[config.mk]
export PLATFORM = sky130hd
export DESIGN_NAME = reg_bus_master
export DESIGN_NICKNAME = d
export VERILOG_FILES = /design/src/rtl/reg_bus_pkg.sv /design/src/rtl/reg_bus_cmd_fifo.sv /design/src/rtl/reg_bus_master.sv
export SDC_FILE = /design/constraint.sdc
export NUM_CORES = 1
export LEC_CHECK = 0
export CORE_ASPECT_RATIO = 1.75
export CORE_MARGIN = 2
export CORE_UTILIZATION = 44
export CTS_CLUSTER_SIZE = 10
export DETAILED_ROUTE_END_ITERATION = 6
export PLACE_DENSITY = 0.72
export SETUP_SLACK_MARGIN = 0.5
export SYNTH_ARGS = -nofsm -noshare
export SYNTH_HDL_FRONTEND = slang
export SYNTH_HIERARCHICAL = 1
export SYNTH_SLANG_ARGS = --single-unit
[constraint.sdc]
create_clock -name clk -period 4.4 [get_ports clk]
set_input_delay 0.66 -clock clk [delete_from_list [all_inputs] [get_ports clk]]
set_output_delay 0.66 -clock clk [all_outputs]
set_load 0.02 [all_outputs]
[src/rtl/reg_bus_pkg.sv]
// Shared constants, command entry layout and FSM states for the register-bus master.
// Optional feature macro: REG_BUS_MASTER_WR_ACK_EN (write acknowledge responses).
package reg_bus_pkg;

    localparam int unsigned ADDR_W = 16;
    localparam int unsigned DATA_W = 16;
    localparam int unsigned CMD_W  = 1 + ADDR_W + DATA_W;
    // Wide enough for the largest supported read latency (7).
    localparam int unsigned CNT_W  = 3;

    localparam logic BUS_OP_WR = 1'b1;
    localparam logic BUS_OP_RD = 1'b0;

    typedef enum logic [1:0] {
        StIdle,
        StIssue,
        StWaitRd,
        StResp
    } state_e;

    // One command FIFO entry, packed as {op, addr, wr_data}.
    typedef struct packed {
        logic              op;
        logic [ADDR_W-1:0] addr;
        logic [DATA_W-1:0] wr_data;
    } cmd_t;

    function automatic cmd_t pack_cmd(input logic op, input logic [ADDR_W-1:0] addr,
                                      input logic [DATA_W-1:0] wr_data);
        cmd_t c;
        c.op      = op;
        c.addr    = addr;
        c.wr_data = wr_data;
        return c;
    endfunction

endpackage

[src/rtl/reg_bus_cmd_fifo.sv]
// Synchronous single-clock command FIFO holding 33-bit {op, addr, wr_data} entries.
// The not-full flag is registered so it can drive the upstream ready directly.
module reg_bus_cmd_fifo
    import reg_bus_pkg::*;
#(
    parameter int unsigned DEPTH = 4
) (
    input  logic             clk,
    input  logic             rst_n,
    input  logic             push,
    input  logic [CMD_W-1:0] push_data,
    input  logic             pop,
    output logic [CMD_W-1:0] pop_data,
    output logic             empty,
    output logic             not_full
);

    localparam int unsigned PTR_W = (DEPTH > 1) ? $clog2(DEPTH) : 1;
    localparam logic [PTR_W:0] FULL_CNT = (PTR_W + 1)'(DEPTH);

    logic [CMD_W-1:0] mem [DEPTH];
    logic [PTR_W-1:0] wr_ptr_q;
    logic [PTR_W-1:0] rd_ptr_q;
    logic [PTR_W:0]   count_q;
    logic [PTR_W:0]   count_d;
    logic             not_full_q;
    logic             do_push;
    logic             do_pop;

    // Guard both ends so a full push or an empty pop is silently ignored.
    assign do_push  = push && not_full_q;
    assign do_pop   = pop && (count_q != '0);
    assign empty    = (count_q == '0);
    assign not_full = not_full_q;
    assign pop_data = mem[rd_ptr_q];

    // Next occupancy from this cycle's push/pop.
    always_comb begin
        count_d = count_q;
        if (do_push && !do_pop) begin
            count_d = count_q + 1'b1;
        end else if (do_pop && !do_push) begin
            count_d = count_q - 1'b1;
        end
    end

    // Pointers, occupancy and registered not-full flag.
    always_ff @(posedge clk or negedge rst_n) begin
        if (!rst_n) begin
            wr_ptr_q   <= '0;
            rd_ptr_q   <= '0;
            count_q    <= '0;
            not_full_q <= 1'b1;
        end else begin
            if (do_push) begin
                wr_ptr_q <= wr_ptr_q + 1'b1;
            end
            if (do_pop) begin
                rd_ptr_q <= rd_ptr_q + 1'b1;
            end
            count_q    <= count_d;
            not_full_q <= (count_d != FULL_CNT);
        end
    end

    // Entry storage; contents need no reset because occupancy gates every read.
    always_ff @(posedge clk) begin
        if (do_push) begin
            mem[wr_ptr_q] <= push_data;
        end
    end

endmodule

[src/rtl/reg_bus_master.sv]
// Register-bus master: queues commands, issues them one at a time on a simple
// chip-select bus, waits RD_LAT cycles for read data and returns a response.
// Optional feature macro: REG_BUS_MASTER_WR_ACK_EN -- when defined, writes also
// produce a response (rd_data 0); otherwise writes complete silently.
module reg_bus_master
    import reg_bus_pkg::*;
#(
    parameter int unsigned FIFO_DEPTH = 4,
    parameter int unsigned RD_LAT     = 1
) (
    input  logic              clk,
    input  logic              rst_n,
    input  logic              cmd_vld,
    output logic              cmd_rdy,
    input  logic              cmd_op,
    input  logic [ADDR_W-1:0] cmd_addr,
    input  logic [DATA_W-1:0] cmd_wr_data,
    output logic              rsp_vld,
    input  logic              rsp_rdy,
    output logic              rsp_op,
    output logic [ADDR_W-1:0] rsp_addr,
    output logic [DATA_W-1:0] rsp_rd_data,
    output logic              bus_cs,
    output logic              bus_op,
    output logic [ADDR_W-1:0] bus_addr,
    output logic [DATA_W-1:0] bus_wr_data,
    input  logic [DATA_W-1:0] bus_rd_data
);

    state_e            state_q;
    state_e            state_d;
    cmd_t              cur_q;
    cmd_t              cur_d;
    logic [CNT_W-1:0]  cnt_q;
    logic [CNT_W-1:0]  cnt_d;
    logic [DATA_W-1:0] rd_data_q;
    logic [DATA_W-1:0] rd_data_d;
    logic              fifo_pop;
    logic              fifo_empty;
    logic              fifo_not_full;
    logic [CMD_W-1:0]  fifo_head;

    reg_bus_cmd_fifo #(
        .DEPTH (FIFO_DEPTH)
    ) u_cmd_fifo (
        .clk       (clk),
        .rst_n     (rst_n),
        .push      (cmd_vld),
        .push_data (pack_cmd(cmd_op, cmd_addr, cmd_wr_data)),
        .pop       (fifo_pop),
        .pop_data  (fifo_head),
        .empty     (fifo_empty),
        .not_full  (fifo_not_full)
    );

    assign cmd_rdy = fifo_not_full;

    // Transaction sequencing: pop in idle, one issue cycle, read wait, response hold.
    always_comb begin
        state_d   = state_q;
        cur_d     = cur_q;
        cnt_d     = cnt_q;
        rd_data_d = rd_data_q;
        fifo_pop  = 1'b0;
        unique case (state_q)
            StIdle: begin
                if (!fifo_empty) begin
                    fifo_pop = 1'b1;
                    cur_d    = cmd_t'(fifo_head);
                    state_d  = StIssue;
                end
            end
            StIssue: begin
                if (cur_q.op == BUS_OP_WR) begin
`ifdef REG_BUS_MASTER_WR_ACK_EN
                    rd_data_d = '0;
                    state_d   = StResp;
`else
                    state_d   = StIdle;
`endif
                end else begin
                    // Counts down to zero; the cycle with zero is the last wait cycle.
                    cnt_d   = CNT_W'(RD_LAT - 1);
                    state_d = StWaitRd;
                end
            end
            StWaitRd: begin
                if (cnt_q == '0) begin
                    rd_data_d = bus_rd_data;
                    state_d   = StResp;
                end else begin
                    cnt_d = cnt_q - 1'b1;
                end
            end
            StResp: begin
                if (rsp_rdy) begin
                    state_d = StIdle;
                end
            end
            default: begin
                state_d = StIdle;
            end
        endcase
    end

    // FSM state, current command, wait counter and captured read data.
    always_ff @(posedge clk or negedge rst_n) begin
        if (!rst_n) begin
            state_q   <= StIdle;
            cur_q     <= '0;
            cnt_q     <= '0;
            rd_data_q <= '0;
        end else begin
            state_q   <= state_d;
            cur_q     <= cur_d;
            cnt_q     <= cnt_d;
            rd_data_q <= rd_data_d;
        end
    end

    // Bus and response outputs are zero outside their owning state.
    always_comb begin
        bus_cs      = (state_q == StIssue);
        bus_op      = 1'b0;
        bus_addr    = '0;
        bus_wr_data = '0;
        rsp_vld     = (state_q == StResp);
        rsp_op      = 1'b0;
        rsp_addr    = '0;
        rsp_rd_data = '0;
        if (bus_cs) begin
            bus_op      = cur_q.op;
            bus_addr    = cur_q.addr;
            bus_wr_data = cur_q.wr_data;
        end
        if (rsp_vld) begin
            rsp_op      = cur_q.op;
            rsp_addr    = cur_q.addr;
            rsp_rd_data = rd_data_q;
        end
    end

endmodule

# After elaboration in Yosys (flattened, before gate mapping)
# Memory sizes are Yosys's and may differ from the RTL's. A register that Yosys moved wholly into a read port is not among the register bits.
# Index checks and enable logic that the tools add are counted.
[totals] regBits=29 latchBits=0 ram_bits=132 rom_bits=0 in_bits=53 output_inout_bits=69 elab_cells=59 n_memories=1
[op_classes] add_sub_neg=5 mul=0 n_div=0 magnitude_cmp=0 n_eq_ne=9 n_shift=0 mux=20 bitwise=1 n_reduce_logical=16
[memory_table] name="u_cmd_fifo.mem" depth=4 word_bits=33 read_ports=1 rd_ports_with_merged_regs=1 wr=1 line_no="reg_bus_cmd_fifo.sv:21" source="logic [CMD_W-1:0] mem [DEPTH];"
[ops] op="16-bit 2-to-1 mux" count=4
[ops] op="3-bit 2-to-1 mux" count=4
[ops] op="2-bit 2-to-1 mux" count=4
[ops] op="2-bit inequality test, second input constant" count=4
[ops] op="2-bit case mux with 4 select lines" count=1
[ops] op="3-bit logical NOT" count=2
[ops] op="1-bit 2-to-1 mux" count=6
[ops] op="3-bit case mux with 2 select lines" count=1
[ops] op="3-bit AND reduction" count=2
[ops] op="3-bit by 1-bit subtractor with 3-bit output, second input constant" count=2
[ops] op="2-bit by 1-bit adder with 2-bit output, second input constant" count=2
[ops] op="2-bit equality test, second input constant" count=2
[ops] op="1-bit logical AND" count=4
[ops] op="2-bit AND reduction" count=2
[ops] op="3-bit by 1-bit adder with 3-bit output, second input constant" count=1
[ops] op="1-bit logical NOT" count=3
[ops] op="3-bit inequality test, second input constant" count=1
[ops] op="3-bit nonzero test" count=1
[ops] op="2-bit by 1-bit equality test with 1-bit output, second input constant" count=1
[ops] op="2-bit logical NOT" count=1
[ops] op="2-bit by 1-bit inequality test with 1-bit output, second input constant" count=1
[ops] op="2-bit nonzero test" count=1
[ops] op="1-bit NOT" count=1

# Depth between registers and ports, before layout
[depth] ltp_word=8 mapped_depth=13

# Modules after synthesis
# Netlist, hierarchy kept.
[modules_own_cells] module="reg_bus_cmd_fifo" n_inst=1 cells_per_inst=230 area_per_inst_um2=5338.9 seq_area_each_um2=4165.2
[modules_own_cells] module="reg_bus_master" n_inst=1 cells_per_inst=211 area_per_inst_um2=2782.7 seq_area_each_um2=1351.3

# Least setup slack after synthesis
# OpenSTA, ideal clock, no wires.
[synth_path] kind="flip-flop to flip-flop" startpoint="register u_cmd_fifo.count_q[0]" endpoint="register u_cmd_fifo.not_full_q (netlist: u_cmd_fifo/not_full)" setup_ps=90 t_arrival_ps=2008 required_time_ps=4310 slack_ps=2302 stages_incl_launch_ff=13 path_buffers=4 period_less_slack_ps=2098 cell_sequence="dfrtp_1 > inv_1 > ha_1 > nand2b_4 > buf_6 > inv_1 > nor2b_4 > buf_6 > buf_6 > buf_6 > and4b_4 > o31ai_1 > o21ai_1"
[synth_via] elab_chain_len=8 word_cells_on_any_way=13
[synth_lines] element="from (decl)" line_no="reg_bus_cmd_fifo.sv:24" source="logic [PTR_W:0] count_q;"
[synth_lines] element="from (signal assigned)" line_no="reg_bus_cmd_fifo.sv:61" source="count_q <= count_d;"
[synth_lines] element="3-bit logical NOT *" line_no="reg_bus_cmd_fifo.sv:33" source="assign empty = (count_q == '0);"
[synth_lines] element="named net fifo_empty" line_no="reg_bus_master.sv:39" source="logic fifo_empty;"
[synth_lines] element="1-bit 2-to-1 mux *" line_no="reg_bus_master.sv:67" source="if (!fifo_empty) begin"
[synth_lines] element="1-bit 2-to-1 mux *" line_no="reg_bus_master.sv:65" source="unique case (state_q)"
[synth_lines] element="named net fifo_pop" line_no="reg_bus_master.sv:38" source="logic fifo_pop;"
[synth_lines] element="1-bit logical AND *" line_no="reg_bus_cmd_fifo.sv:32" source="assign do_pop = pop && (count_q != '0);"
[synth_lines] element="1-bit logical AND or 1-bit logical NOT (tied branches)" line_no="reg_bus_cmd_fifo.sv:42, reg_bus_cmd_fifo.sv:40"
[synth_lines] element="3-bit 2-to-1 mux or 1-bit logical AND (tied branches)" line_no="reg_bus_cmd_fifo.sv:42, reg_bus_cmd_fifo.sv:40"
[synth_lines] element="3-bit 2-to-1 mux *" line_no="reg_bus_cmd_fifo.sv:40" source="if (do_push && !do_pop) begin"
[synth_lines] element="named net u_cmd_fifo.count_d[2]" line_no="reg_bus_cmd_fifo.sv:25" source="logic [PTR_W:0] count_d;"
[synth_lines] element="3-bit inequality test *" line_no="reg_bus_cmd_fifo.sv:62" source="not_full_q <= (count_d != FULL_CNT);"
[synth_lines] element="to (signal assigned)" line_no="reg_bus_cmd_fifo.sv:62"
[synth_lines] element="to (decl)" line_no="reg_bus_cmd_fifo.sv:26" source="logic not_full_q;"
# The timed path passes the listed nets; every way through them passes the cells marked *.
# A chain may end at the register's enable or synchronous reset.

==> run metrics <==
Synth Instances 441; Max Freq 314 MHz; H-tree levels 4; status finished, final reports clean; crit path to bus_addr[4]; post-route ant nets 0; LEAKAGE 0.00372 uW; Synth area leaders edfxtp_1 (49%), dfrtp_1 (19%), mux4_2 (9.2%), mux2_4 (7.2%), and2_1 (5.1%); vias in the first global route 4572; CP max FO 27; P&R area growth vs syn 24.2%; initial antenna violation count 0; Setup crit start kind register; Primary FF master, synth edfxtp_1; VDD IR max 0.317 mV; Placed Instance Area 9490 sq um; CTS root buf clkbuf_16; vias 4132; Die Wd 107 um; end-of-flow core utilization 55.9%; CTS hold repair buffers 0; WS Path Type register to output pin; first-iteration detailed-routing DRC count 238; Logic pwr share 37.3%; gr ovfl total 0; Netlist cell types 40; Worst Tran Pin Value 0.969 ns; fin. max-slew vios 0; Die Ht 184 um; Clock Path Buffers 2; WHS 0.340 ns; ys async rst share 32.0%; DP Wirelength 9.85 mm; detailed-route vias per instance 5.09; Final Cycle Share 72.3%; Post-Syn Area per Cell 18.4 sq um; GPL Wtd Cong 0.695; internal power 4910 uW; Row Count 65; core area 18100 sq um; Global Route Usage Sum 16.8%; Setup Viol. Count Final 0; mapped cell area 8120 sq um; Clk network pwr share 21.7%; first-pass GRT wire length 24.7 mm; Critical Path End Type output pin; Post-synth EDFFs 132; power share of the sequential group 41.0%; Syn Nets 508; Fin. Hold Viols 0; drt first pass iters 4; setup slack, reg-to-reg 2.13 ns; post-synth top area share 48.8%; Required @ worst endpoint 3.74 ns; Sw Ratio 30.7%; die area 19600 sq um; Setup Buffers After CTS 0; RSZ-0062 raised after global routing false; Clk Latency, worst-skew pair 0.42 ns; fin area 10100 sq um; clock tree from TritonCTS built; Setup Skew 0.00968 ns; WL/cell 18.9 um; CTS Sinks 194; post-CTS sizing 0; Reg2Reg Depth 9; Starting Density 45.0%; fraction of layout cells with a size suffix above 1 22.5%; net load switching power 2180 uW; final wirelength 15.4 mm; pin count of the biggest net entering global routing 63; Top-Level Pins 122; Relative slew margins 35.4%; Reg-to-Reg Start u_cmd_fifo/count_q[0]; Diodes inserted 0; worst r2r dst u_cmd_fifo/not_full; Synth warnings 6; FF+latch count, synth 194; maxcap violations 0; I/O Buffers 121; power density over the cells 703 nW/um^2; Final min period 3.18 ns; CTS Buf Count 17; total negative setup slack 0 ns; dominant cell type by area after synthesis edfxtp_1; DRC Markers 0; register area share after synthesis 67.9%; Worst-path clk slew 0.07 ns; WP data arrival 2.52 ns; worst hold path type primary input to asynchronous set/reset pin; nets 631
-- worst min-delay path by stage --
stage                            endpoint
2_1_floorplan  asynchronous set/reset pin
3_3_place_gp                rd_data_q[15]
3_5_place_dp                 rd_data_q[3]
4_1_cts                     rd_data_q[14]
5_1_grt                          cur_q[9]
6_report                    rd_data_q[14]
-- through the flow --
step | std cells | worst slack (ns) | total power [uW]
finish | 811 | 1.22 | 7090
floorplan | 441 | 2.30 | 4800
global route | 811 | 0.976 | 7500
CTS | 811 | 1.15 | 7200
global placement | 779 | 1.69 | 5540
detailed placement | 779 | 1.61 | 5630
-- state kept, by name (all words and copies together), names as in the netlist, named ones only --
register and cells:
state_q 1, rd_data_q 16, cnt_q 3, cur_q 33
u_cmd_fifo/mem 132, u_cmd_fifo/wr_ptr_q 2, u_cmd_fifo/rd_ptr_q 2, u_cmd_fifo/count_q 3
u_cmd_fifo/not_full 1
-- cells in the mapped netlist, types with 2 or more instances --
cell type	n
buf_6	11
and2_1	66
xnor2_1	4
o31ai_1	2
mux4_2	33
nand2_1	6
and3_1	4
nand2b_1	3
nand4_1	2
ha_1	14
buf_2	4
clkbuf_1	6
edfxtp_1	132
o21ai_0	2
nand3_1	4
mux2_4	39
dfrtp_1	61
nor2_1	3
mux2_2	10
mux2i_1	2
inv_1	11
a21oi_1	4
-- final cells by class --
type | instances | area [sq um]
Clock buffer | 21 | 440
Clock inverter | 11 | 153
Fill cell | 1443 | 7970
Inverter | 11 | 41.3
Multi-Input combinational cell | 215 | 2400
Sequential cell | 194 | 5520
Tap cell | 234 | 293
Timing Repair Buffer | 125 | 1240
-- cell usage in the layout (no fill, tap or decap), types with 3 or more instances in the layout --
| cell | count |
|---|---|
| a21oi_1 | 4 |
| and2_1 | 66 |
| and3_2 | 4 |
| buf_4 | 5 |
| bufinv_16 | 3 |
| clkbuf_1 | 4 |
| clkbuf_16 | 17 |
| clkdlybuf4s50_1 | 120 |
| clkinv_4 | 3 |
| dfrtp_1 | 59 |
| edfxtp_1 | 132 |
| ha_1 | 14 |
| inv_1 | 11 |
| inv_6 | 3 |
| mux2_2 | 10 |
| mux2_4 | 39 |
| mux4_2 | 33 |
| nand2_1 | 6 |
| nand2b_1 | 3 |
| nand3_1 | 4 |
| nor2_1 | 3 |
| xnor2_1 | 4 |
-- power groups by stage --
stage	logic, uW	registers [uW]	clock network [uW]
3_3_place_gp	2620	2920	0
5_1_grt	2850	2990	1660
3_5_place_dp	2680	2950	0
6_report	2640	2910	1540
2_1_floorplan	2090	2710	0
4_1_cts	2690	2920	1580
-- worst max-delay path, stage by stage (launching register included) --
cell and delay (ns):
dfrtp_1 0.40, inv_1 0.12, ha_1 0.39, buf_4 0.37
and2_1 0.19, clkdlybuf4s50_1 0.61
-- cells by family (layout without fill, tap and decap cells) --
kind of cell / count (synthesis) / count (layout) / synth area share, %
AOI/OAI and AO/OA: 16 / 16 / 1.37
DFF: 194 / 194 / 67.9
adders and majority gates: 14 / 14 / 2.16
xor gates and xnor gates: 4 / 4 / 0.431
and+or+nand+nor: 97 / 97 / 7.56
buffers and inverters: 32 / 168 / 2.56
muxes: 84 / 84 / 18.0
-- per-layer routing --
layer	wire [um]	GRT usage, %	vias to the layer above
met2	8540	30.7	101
met5	0	0	-
li1	-	-	1904
met1	5990	18.9	2106
met4	312	6.49	0
met3	528	3.72	21
Power figures use the tool's default switching activity.
